==> src/rtl/bcd_pkg.sv <==
// Shared types and constants for the sequential binary-to-BCD converter.
package bcd_pkg;

    // Converter control states
    typedef enum logic {
        IDLE  = 1'b0,
        SHIFT = 1'b1
    } state_t;

    // Scratch digits kept internally: enough for any 32-bit value (4294967295)
    localparam int SCRATCH_DIGITS = 10;

    // Saturation nibble shown on every digit when the value does not fit
    localparam logic [3:0] BCD_NINE = 4'h9;

endpackage

==> src/rtl/bcd_digit_adj.sv <==
// Double-dabble digit correction: a BCD nibble of 5 or more gets +3 so that
// the following left shift carries correctly into the next decimal digit.
module bcd_digit_adj
    import bcd_pkg::*;
(
    input  logic [3:0] din_i,
    output logic [3:0] dout_o
);

    // Add 3 when the digit would become >= 10 after doubling
    always_comb begin
        dout_o = din_i;
        if (din_i >= 4'd5) begin
            dout_o = din_i + 4'd3;
        end
    end

endmodule

==> src/rtl/bin2bcd_seq.sv <==
// Sequential binary-to-BCD converter, one binary bit consumed per clock.
// The result and overflow flag are registered and only change on the done
// edge (or reset), so downstream 7-segment decoders never see partial values.
module bin2bcd_seq
    import bcd_pkg::*;
#(
    parameter int WIDTH  = 32,
    parameter int DIGITS = 6
) (
    input  logic                clk,
    input  logic                reset,
    input  logic                start,
    input  logic [WIDTH-1:0]    bin,
    output logic                busy,
    output logic                done,
    output logic [4*DIGITS-1:0] bcd,
    output logic                ovf
);

    localparam int CNT_W = $clog2(WIDTH);
    localparam logic [CNT_W-1:0] LAST_BIT = CNT_W'(WIDTH - 1);

    state_t                                state_q, state_d;
    logic [CNT_W-1:0]                      cnt_q, cnt_d;
    logic [WIDTH-1:0]                      bin_q, bin_d;
    logic [SCRATCH_DIGITS-1:0][3:0]        dig_q, dig_d;
    logic                                  busy_q, busy_d;
    logic                                  done_q, done_d;
    logic [4*DIGITS-1:0]                   bcd_q, bcd_d;
    logic                                  ovf_q, ovf_d;

    // Scratch digits after the +3 correction and after the one-bit shift
    logic [SCRATCH_DIGITS-1:0][3:0]        dig_adj;
    logic [SCRATCH_DIGITS-1:0][3:0]        dig_shift;
    logic                                  ovf_calc;
    logic [4*DIGITS-1:0]                   bcd_calc;

    // One corrector per scratch digit; the shift chains each digit's MSB into
    // the next digit's LSB, with the binary MSB feeding digit 0.
    generate
        for (genvar gi = 0; gi < SCRATCH_DIGITS; gi++) begin : g_digit
            bcd_digit_adj u_adj (
                .din_i  (dig_q[gi]),
                .dout_o (dig_adj[gi])
            );
            if (gi == 0) begin : g_lsd
                assign dig_shift[gi] = {dig_adj[gi][2:0], bin_q[WIDTH-1]};
            end else begin : g_upper
                assign dig_shift[gi] = {dig_adj[gi][2:0], dig_adj[gi-1][3]};
            end
        end
    endgenerate

    // Overflow if any digit beyond the displayed ones is non-zero after the final shift
    always_comb begin
        ovf_calc = 1'b0;
        for (int k = DIGITS; k < SCRATCH_DIGITS; k++) begin
            ovf_calc = ovf_calc | (dig_shift[k] != 4'd0);
        end
    end

    // Displayed digits, saturated to all nines on overflow
    always_comb begin
        bcd_calc = '0;
        for (int k = 0; k < DIGITS; k++) begin
            bcd_calc[4*k +: 4] = ovf_calc ? BCD_NINE : dig_shift[k];
        end
    end

    // Next-state and datapath control; start is only looked at in IDLE
    always_comb begin
        state_d = state_q;
        cnt_d   = cnt_q;
        bin_d   = bin_q;
        dig_d   = dig_q;
        busy_d  = busy_q;
        done_d  = 1'b0;
        bcd_d   = bcd_q;
        ovf_d   = ovf_q;
        case (state_q)
            IDLE: begin
                if (start) begin
                    bin_d   = bin;
                    dig_d   = '0;
                    cnt_d   = '0;
                    busy_d  = 1'b1;
                    state_d = SHIFT;
                end
            end
            SHIFT: begin
                bin_d = {bin_q[WIDTH-2:0], 1'b0};
                dig_d = dig_shift;
                cnt_d = cnt_q + 1'b1;
                if (cnt_q == LAST_BIT) begin
                    cnt_d   = '0;
                    busy_d  = 1'b0;
                    done_d  = 1'b1;
                    bcd_d   = bcd_calc;
                    ovf_d   = ovf_calc;
                    state_d = IDLE;
                end
            end
            default: begin
                state_d = IDLE;
            end
        endcase
    end

    // State and output registers; reset aborts any conversion in flight
    always_ff @(posedge clk) begin
        if (reset) begin
            state_q <= IDLE;
            cnt_q   <= '0;
            bin_q   <= '0;
            dig_q   <= '0;
            busy_q  <= 1'b0;
            done_q  <= 1'b0;
            bcd_q   <= '0;
            ovf_q   <= 1'b0;
        end else begin
            state_q <= state_d;
            cnt_q   <= cnt_d;
            bin_q   <= bin_d;
            dig_q   <= dig_d;
            busy_q  <= busy_d;
            done_q  <= done_d;
            bcd_q   <= bcd_d;
            ovf_q   <= ovf_d;
        end
    end

    assign busy = busy_q;
    assign done = done_q;
    assign bcd  = bcd_q;
    assign ovf  = ovf_q;

endmodule

==> config.mk <==
export PLATFORM = sky130hd
export DESIGN_NAME = bin2bcd_seq
export DESIGN_NICKNAME = d
export VERILOG_FILES = /design/src/rtl/bcd_pkg.sv /design/src/rtl/bcd_digit_adj.sv /design/src/rtl/bin2bcd_seq.sv
export SDC_FILE = /design/constraint.sdc
export NUM_CORES = 1
export LEC_CHECK = 0
export BUFFER_PORTS_ARGS = -buffer_cell sky130_fd_sc_hd__buf_2
export CAP_MARGIN = 20
export CORE_MARGIN = 1
export CORE_UTILIZATION = 58
export CTS_CLUSTER_DIAMETER = 80
export DETAILED_ROUTE_END_ITERATION = 16
export PLACE_DENSITY = 0.79
export SYNTH_ARGS = -nofsm -noshare
export SYNTH_HDL_FRONTEND = slang
export SYNTH_SLANG_ARGS = --single-unit
==> constraint.sdc <==
create_clock -name clk -period 2.9 [get_ports clk]
set_input_delay 0.29 -clock clk [delete_from_list [all_inputs] [get_ports clk]]
set_output_delay 0.29 -clock clk [all_outputs]
set_load 0.05 [all_outputs]
# Word-level counts from Yosys, hierarchy flattened
# Cells that the tools add are included.
# totals
word_cells	82
output_inout_bits	27
regBits	105
input_bits	35
# classes
n_bitwise	4
add_sub_neg	11
n_lt_le_gt_ge	10
eq_ne	3
reduce_logical	7
muxes	30
# ops
op	count
40-bit one-hot mux with 2 select lines	1
32-bit one-hot mux with 2 select lines	1
4-bit two-way mux	15
4-bit by 3-bit >= comparator with 1-bit output, second input constant	10
40-bit two-way mux	1
4-bit by 2-bit adder with 4-bit output, second input constant	9
32-bit two-way mux	1
4-bit nonzero test	4
5-bit two-way mux	2
5-bit one-hot mux with 2 select lines	1
5-bit by 1-bit adder with 5-bit output, second input constant	1
5-bit equality test, second input constant	1
1-bit two-way mux	5
1-bit one-hot mux with 2 select lines	2
2-bit AND reduction	2
3-bit by 2-bit adder with 3-bit output, second input constant	1
3-bit two-way mux	1
1-bit OR	3
2-bit by 1-bit inequality test with 1-bit output, second input constant	1
2-bit inequality test, second input constant	1
2-bit OR reduction	1
1-bit inverter	1

# Depth between registers and ports, before layout
# Gate-level depths: netlist of run 1.
# depth
word_depth	7
mapped_depth	9

# Modules after synthesis
# From an unflattened synthesis of run 1, not the netlist that was laid out.
# hier_totals
cells_unflattened	633
hier_area_um2	5507.8
# modules_own_cells
mod	cells_each	area_per_inst_um2	instances
bin2bcd_seq	473	4494.3	1
bcd_digit_adj	16	101.3	10

# Worst setup path after synthesis of run 1
# Ideal clock, no wire load.
# synth_timing
path_type	register -> register
startpoint	register dig_q[24] (netlist bit)
endpoint	register bcd_q[10] (netlist: bcd[10])
stages_incl_launch_ff	9
n_path_buf	0
slack_ps	693
arrival_time_ps	2134
cell_sequence	dfxtp_1 > inv_1 > ha_1 > nand2b_1 > a21oi_1 > mux2i_1 > nand4_4 > o41a_4 > nor3_2
# synth_via
elab_chain_len	7
elab_cells_between_ends	9
classes_between	add/sub: 1; order compare: 1; mux: 2; bitwise: 3; reduce/logical: 2
# synth_rtl
element	line	rtl
start, declared	bin2bcd_seq.sv:26	logic [SCRATCH_DIGITS-1:0][3:0] dig_q, dig_d;
start signal, assigned	bin2bcd_seq.sv:124	dig_q <= dig_d;
4-bit by 2-bit adder with 4-bit output or 4-bit by 3-bit >= comparator with 1-bit output (tied branches)	bcd_digit_adj.sv:14, bcd_digit_adj.sv:13	
4-bit two-way mux (*)	bcd_digit_adj.sv:13	if (din_i >= 4'd5) begin
4-bit nonzero test	bin2bcd_seq.sv:58	ovf_calc = ovf_calc | (dig_shift[k] != 4'd0);
1-bit OR (*) (3 in series)	bin2bcd_seq.sv:58	
4-bit two-way mux (*)	bin2bcd_seq.sv:66	bcd_calc[4*k +: 4] = ovf_calc ? BCD_NINE : dig_shift[k];
end signal, assigned	bin2bcd_seq.sv:118	bcd_q <= '0;
end signal, assigned	bin2bcd_seq.sv:127	bcd_q <= bcd_d;
end, declared	bin2bcd_seq.sv:29	logic [4*DIGITS-1:0] bcd_q, bcd_d;
# Mark *: on every way between the ends. The rest lies on a longest branch, timed or not.
# A chain may end at the register's enable or synchronous reset.

# Worst setup path in the final report of run 1
# layout_timing
startpoint	register dig_q[29] (netlist bit)
endpoint	register bcd_q[17] (netlist: bcd[17])
# layout_via
elab_chain_len	7
elab_cells_between_ends	9
classes_between	add/sub: 1; order compare: 1; mux: 2; bitwise: 3; reduce/logical: 2
# layout_rtl
element	line
4-bit by 2-bit adder with 4-bit output or 4-bit by 3-bit >= comparator with 1-bit output (tied branches)	bcd_digit_adj.sv:14, bcd_digit_adj.sv:13
4-bit two-way mux (*)	bcd_digit_adj.sv:13
4-bit nonzero test	bin2bcd_seq.sv:58
1-bit OR	bin2bcd_seq.sv:58
1-bit OR (*) (2 in series)	bin2bcd_seq.sv:58
4-bit two-way mux (*)	bin2bcd_seq.sv:66
# Marks and branches as above.

==> results of run 1 <==
tightest hold or removal path, stage by stage:
cell     delay (ns)
buf_2          0.08
mux2i_1        0.06
nor3_1         0.12
cells in the mapped netlist (all sizes together):
library cell  instances
nor3                 27
and3                  4
a21oi                89
dfxtp               105
inv                  27
ha                   22
a22oi                 4
a31o                  3
nand2                28
a31oi                 7
nor2                124
o22a                  1
a32oi                 4
and2                  1
xnor2                10
mux2                  1
o41a                  1
clkbuf               27
buf                  11
a32o                  3
nor3b                22
o21a                  4
a2bb2oi               2
a21o                  6
mux2i                48
nor2b                 6
o21ai                26
clkinv                1
nand4                 4
or3b                  1
nand2b               11
or3                   4
routing by layer:
layer | GRT usage, % | wire (µm) | vias up
met3 | 6.142 | 564 | 15
met1 | 29.33 | 4687 | 2111
met4 | 7.118 | 167 | 0
li1 | - | - | 2259
met2 | 40.63 | 5419 | 103
met5 | 0 | 0 | -
flip-flops by register name (all words and copies together) (netlist names):
signal,count
bin_q,32
bcd,24
busy,1
dig_q,40
cnt_q,5
ovf,1
done,1
state_q,1
logic make-up after synthesis:
logic type,synth area share [%]
buf+inv,4.948
xor+xnor,1.681
simple gates,21.57
mux,9.512
flops,40.36
compound gates,16.65
fa+ha+maj,5.285
cells in the final DEF (no fill, tap or decap), types with 3 or more instances in the layout:
cell,Yosys,layout
nor3_2,6,6
clkbuf_8,0,10
nor2_1,124,124
xnor2_1,10,10
o21ai_0,26,26
and3_1,4,4
a21o_1,6,6
a31oi_1,7,7
inv_1,27,27
nand2_1,28,28
nor2b_1,6,6
o21a_1,4,4
nand4_1,3,3
a22oi_1,4,4
buf_2,2,61
ha_1,22,22
mux2i_1,48,48
dfxtp_1,105,104
a32o_1,3,3
buf_4,0,4
nand2b_1,11,11
a31o_2,3,3
a21oi_1,88,88
nor3_1,20,20
nor3b_1,22,22
or3_1,4,4
a32oi_1,4,4
per-stage QoR:
stage | hold WS [ns] | setup WS [ns] | instance area, µm² | power [mW] | instances
detailed placement | 0.4714 | 0.3974 | 5550 | 1.761 | 770
global placement | 0.4656 | 0.4863 | 5550 | 1.750 | 770
floorplan | 0.4367 | 0.6927 | 5209 | 1.699 | 634
CTS | 0.2051 | 0.3581 | 5771 | 2.747 | 786
finish | 0.2171 | 0.3611 | 5771 | 2.720 | 786
global route | 0.2987 | 0.1715 | 5771 | 2.833 | 786
power by group through the flow:
stage	Clock (mW)	Sequential, mW	Combinational, mW
2_1_floorplan	0	1.53	0.173
3_3_place_gp	0	1.54	0.209
3_5_place_dp	0	1.54	0.218
4_1_cts	1.02	1.51	0.219
5_1_grt	1.07	1.52	0.245
6_report	0.994	1.51	0.217
cell type report:
cell class              instances  share of cell area (%)
multi-input cells             463                   49.37
clock inverters                 5                   1.366
flip-flops and latches        105                   36.49
clock buffers                  11                   2.450
inverters                      28                   1.821
well taps                     108                   2.342
repair buffers                 66                   6.158
how the worst min path moves through the flow:
| stage | end | depth (start not counted) |
|---|---|---|
| after CTS | bin_q[0] | 3 |
| after global routing | bin_q[29] | 5 |
| final | bin_q[0] | 3 |
| after global placement | bin_q[25] | 2 |
| after detailed placement | bin_q[2] | 2 |
| after floorplan | bcd[0] | 2 |
==> metrics.csv, run 1 <==
metric,value,unit
r2r setup slk,0.36,ns
Crit. path cell count,9,
internal power,2.066,mW
post-synthesis sequential area ratio,40.36,%
Layout fillers,756,
fin crit period,2.539,ns
CP bufs+invs,2,
synthesized flop and latch total,105,
ANT cells,0,
Worst path max stage delay,0.41,ns
grt ovf,0,
HP Start,bin[0],
register area,0.002106,mm²
pwr dens,471.4,mW/mm²
CTS tree,yes,
register share of total power,55.5,%
HP Class,input pin to flop,
fin util,66.17,%
crit path to,bcd[17],
crit path cell chain,inv_1 > ha_1 > nand2b_1 > a21oi_1 > mux2i_1 > nand4_4 > nor3_4 > buf_4 > a31o_2,
total wire length,10.84,mm
CTS root buffer,clkbuf_8,
Die H,96.77,µm
RR Endpoint,bcd[17],
post-synthesis instance total,634,
initial drt markers,186,
drt via density,5.710,
Slew headroom,38.38,%
CTS HTree Levels,3,
"antenna viol nets, final",0,
Leakage,2.562,nW
row count,34,
CTS Buf Count,9,
startpoint types,flop,
Synth Area per Inst,8.216,µm²
"top cells by area, synth","dfxtp_1, mux2i_1, nor2_1, a21oi_1, ha_1",
IO Count,62,
Critical path origin,dig_q[29],
Crit Path Max Fanout,12,
IO Port Bufs,61,
sw frac,24.05,%
GP Congestion,0.7922,
fin. max-slew vios,0,
RR Startpoint,dig_q[29],
Critical-path top delay cell,nor3_4,
Area growth syn-to-layout,10.79,%
Crit Path Class,flop to flop,
Critical Path RT,3.22,ns
NetSw,654.3,µW
residual DRC count,0,
Max-Cap Viols,0,
status,"finished, final reports clean",
Detailed Place HPWL,7.287,mm
Critical Path AT,2.85,ns
area of the multi-input gates,0.002849,mm²
worst slew pin tran,0.9243,ns
routed len/inst,13.79,µm
post-cts repair resize count,0,
family with the most delay on the worst path,simple AND/OR/NAND/NOR gates,
setup TNS,0,ns
Worst VDD drop,418.3,µV
skew final,0.009422,ns
Mapped Nets,691,
RSZ-0062 raised after global routing,false,
first-pass GRT wire length,18.51,mm
largest net degree at the start of global routing,86,
fin nets,730,
clock sink count,105,
top cell type by total area after synthesis,dfxtp_1,
DR vias,4488,
CTS hold repair buffers,0,
"Reg clk slew, reported paths",0.09,ns
Netlist cell types,38,
Clock power frac,36.6,%
core area,0.008721,mm²
initial antenna violation count,0,
combinational power share,8.0,%
Skew-Pair Late Insertion Delay,0.37,ns
crit end category,flop,
Tcrit/Tclk final,87.55,%
vias in the first global route,4141,
gr usage total,23.77,%
die width,96.77,µm
final hold vios,0,
YS warnings,0,
final setup violation count,0,
Reg2Reg Depth,9,
Fmax,0.3939,GHz
drt first pass iters,5,
die area,0.009363,mm²
Starting Density,59.73,%
share of the synthesized area in the top cell type,40.36,%
layout cells sized above 1,14.31,%
Post-Syn Area,0.005209,mm²
post-CTS setup buffer count,0,
CTS max path bufs,2,
(Power assumes the default switching activity.)
==> inputs of run 2 (changes only) <==
--- a/config.mk
+++ b/config.mk
@@ -12,6 +12,7 @@
 export CTS_CLUSTER_DIAMETER = 80
 export DETAILED_ROUTE_END_ITERATION = 16
 export PLACE_DENSITY = 0.79
+export RECOVER_POWER = 25
 export SYNTH_ARGS = -nofsm -noshare
 export SYNTH_HDL_FRONTEND = slang
 export SYNTH_SLANG_ARGS = --single-unit
==> metrics.csv, run 2 (same netlist as run 1, synthesis figures left out) <==
metric,value,unit
CTS root buffer,clkbuf_8,
Hold Path End,bin_q[0],
largest net degree at the start of global routing,86,
grt ovf,0,
"antenna viol nets, final",0,
Die H,96.77,µm
Area growth syn-to-layout,10.38,%
Critical-path top delay cell,nor3_4,
initial antenna violation count,0,
crit path cell chain,inv_1 > ha_1 > nand2b_1 > a21oi_1 > mux2i_1 > nand4_4 > nor3_4 > buf_4 > a31o_2,
post-cts repair resize count,0,
fin crit period,2.538,ns
drt via density,5.701,
max FFs per register,40,
Detailed Place HPWL,7.287,mm
RR Startpoint,dig_q[29],
initial drt markers,188,
Fmax,0.3940,GHz
Reg2Reg Depth,9,
first-pass GRT wire length,18.51,mm
Starting Density,59.73,%
Crit Path Class,flop to flop,
Critical Path RT,3.22,ns
Critical Path AT,2.86,ns
residual DRC count,0,
Min-Delay Path Depth,3,
CTS hold repair buffers,0,
row count,34,
CTS tree,yes,
GP Congestion,0.7922,
"Reg clk slew, reported paths",0.09,ns
fin. max-slew vios,0,
pwr dens,473.8,mW/mm²
CTS HTree Levels,3,
post-CTS setup buffer count,0,
most frequent cells in the layout,"nor2_1, dfxtp_1, a21oi_1, mux2i_1, buf_2",
Min Hold Slack,0.2096,ns
RR Endpoint,bcd[17],
die area,0.009363,mm²
HP Start,bin[0],
Slew headroom,39.74,%
"most common cell after layout, fill and taps aside",nor2_1,
final setup violation count,0,
r2r setup slk,0.36,ns
routed len/inst,13.91,µm
Max-Cap Viols,0,
Leakage,2.486,nW
Reg with most FFs,dig_q,
status,"finished, final reports clean",
fin nets,730,
Worst path max stage delay,0.41,ns
clock sink count,105,
core area,0.008721,mm²
total wire length,10.94,mm
Skew-Pair Late Insertion Delay,0.37,ns
skew final,0.008285,ns
vias in the first global route,4141,
IO Count,62,
CTS max path bufs,2,
crit end category,flop,
layout cells sized above 1,11.80,%
final hold vios,0,
HP Class,input pin to flop,
drt first pass iters,4,
setup TNS,0,ns
worst slew pin tran,0.9040,ns
Worst VDD drop,419.2,µV
IO Port Bufs,61,
CTS Buf Count,9,
DR vias,4481,
Tcrit/Tclk final,87.53,%
gr usage total,23.77,%
die width,96.77,µm
Crit Path Max Fanout,12,
startpoint types,flop,
ANT cells,0,
RSZ-0062 raised after global routing,false,
[run 2: cell types whose count changed in the layout (fill, tap and decap cells not counted)]
cell      delta
buf_2       -17
clkbuf_1    +17
[run 2: through the flow]
step                      cell area (µm²)  setup slack, ns  cells  util (%)  total power, mW
after floorplan                      5209           0.6927    634         -            1.699
after global placement               5550           0.4863    770     63.64            1.750
after detailed placement             5550           0.3974    770     63.64            1.761
after CTS                            5771           0.3581    786     66.17            2.747
after global routing                 5749           0.1715    786     65.93            2.833
final                                5749           0.3617    786     65.93            2.724
[run 2: where the power goes]
part,switching (mW),internal [mW],total (mW)
Sequential,0.0343,1.48,1.51
Clock,0.488,0.509,0.997
Combinational,0.135,0.0816,0.217
[run 2: area by class of cell]
cell class | instances | area (µm²)
flip-flops and latches | 105 | 2106
multi-input cells | 463 | 2849
clock buffers | 11 | 141.4
clock inverters | 5 | 78.83
repair buffers | 66 | 334.1
fillers | 767 | 2972
inverters | 28 | 105.1
well taps | 108 | 135.1
[run 2: worst max-delay path, delay by kind of cell, from the launching register on]
family                     cells  cell delay, ns
and+or+nand+nor                3            0.71
AOI/OAI and AO/OA              2            0.52
DFF                            1            0.37
buffers and inverters          2            0.37
muxes                          1            0.33
adders and majority gates      1            0.18
[run 2: metal layers]
layer | GRT usage (%) | share of wire, % | up-vias
met5 | 0 | 0 | -
li1 | - | - | 2260
met4 | 7.118 | 1.8 | 0
met2 | 40.63 | 50 | 96
met3 | 6.142 | 5.2 | 17
met1 | 29.33 | 43 | 2108
[run 2: worst max-delay path by stage]
stage                   end  startpoint  slack, ns
finish              bcd[17]   dig_q[29]       0.36
global route        bcd[17]   dig_q[28]       0.17
CTS                 bcd[13]   dig_q[29]       0.36
detailed placement  bcd[19]   dig_q[29]       0.40
global placement    bcd[17]   dig_q[24]       0.49
floorplan           bcd[10]   dig_q[24]       0.69
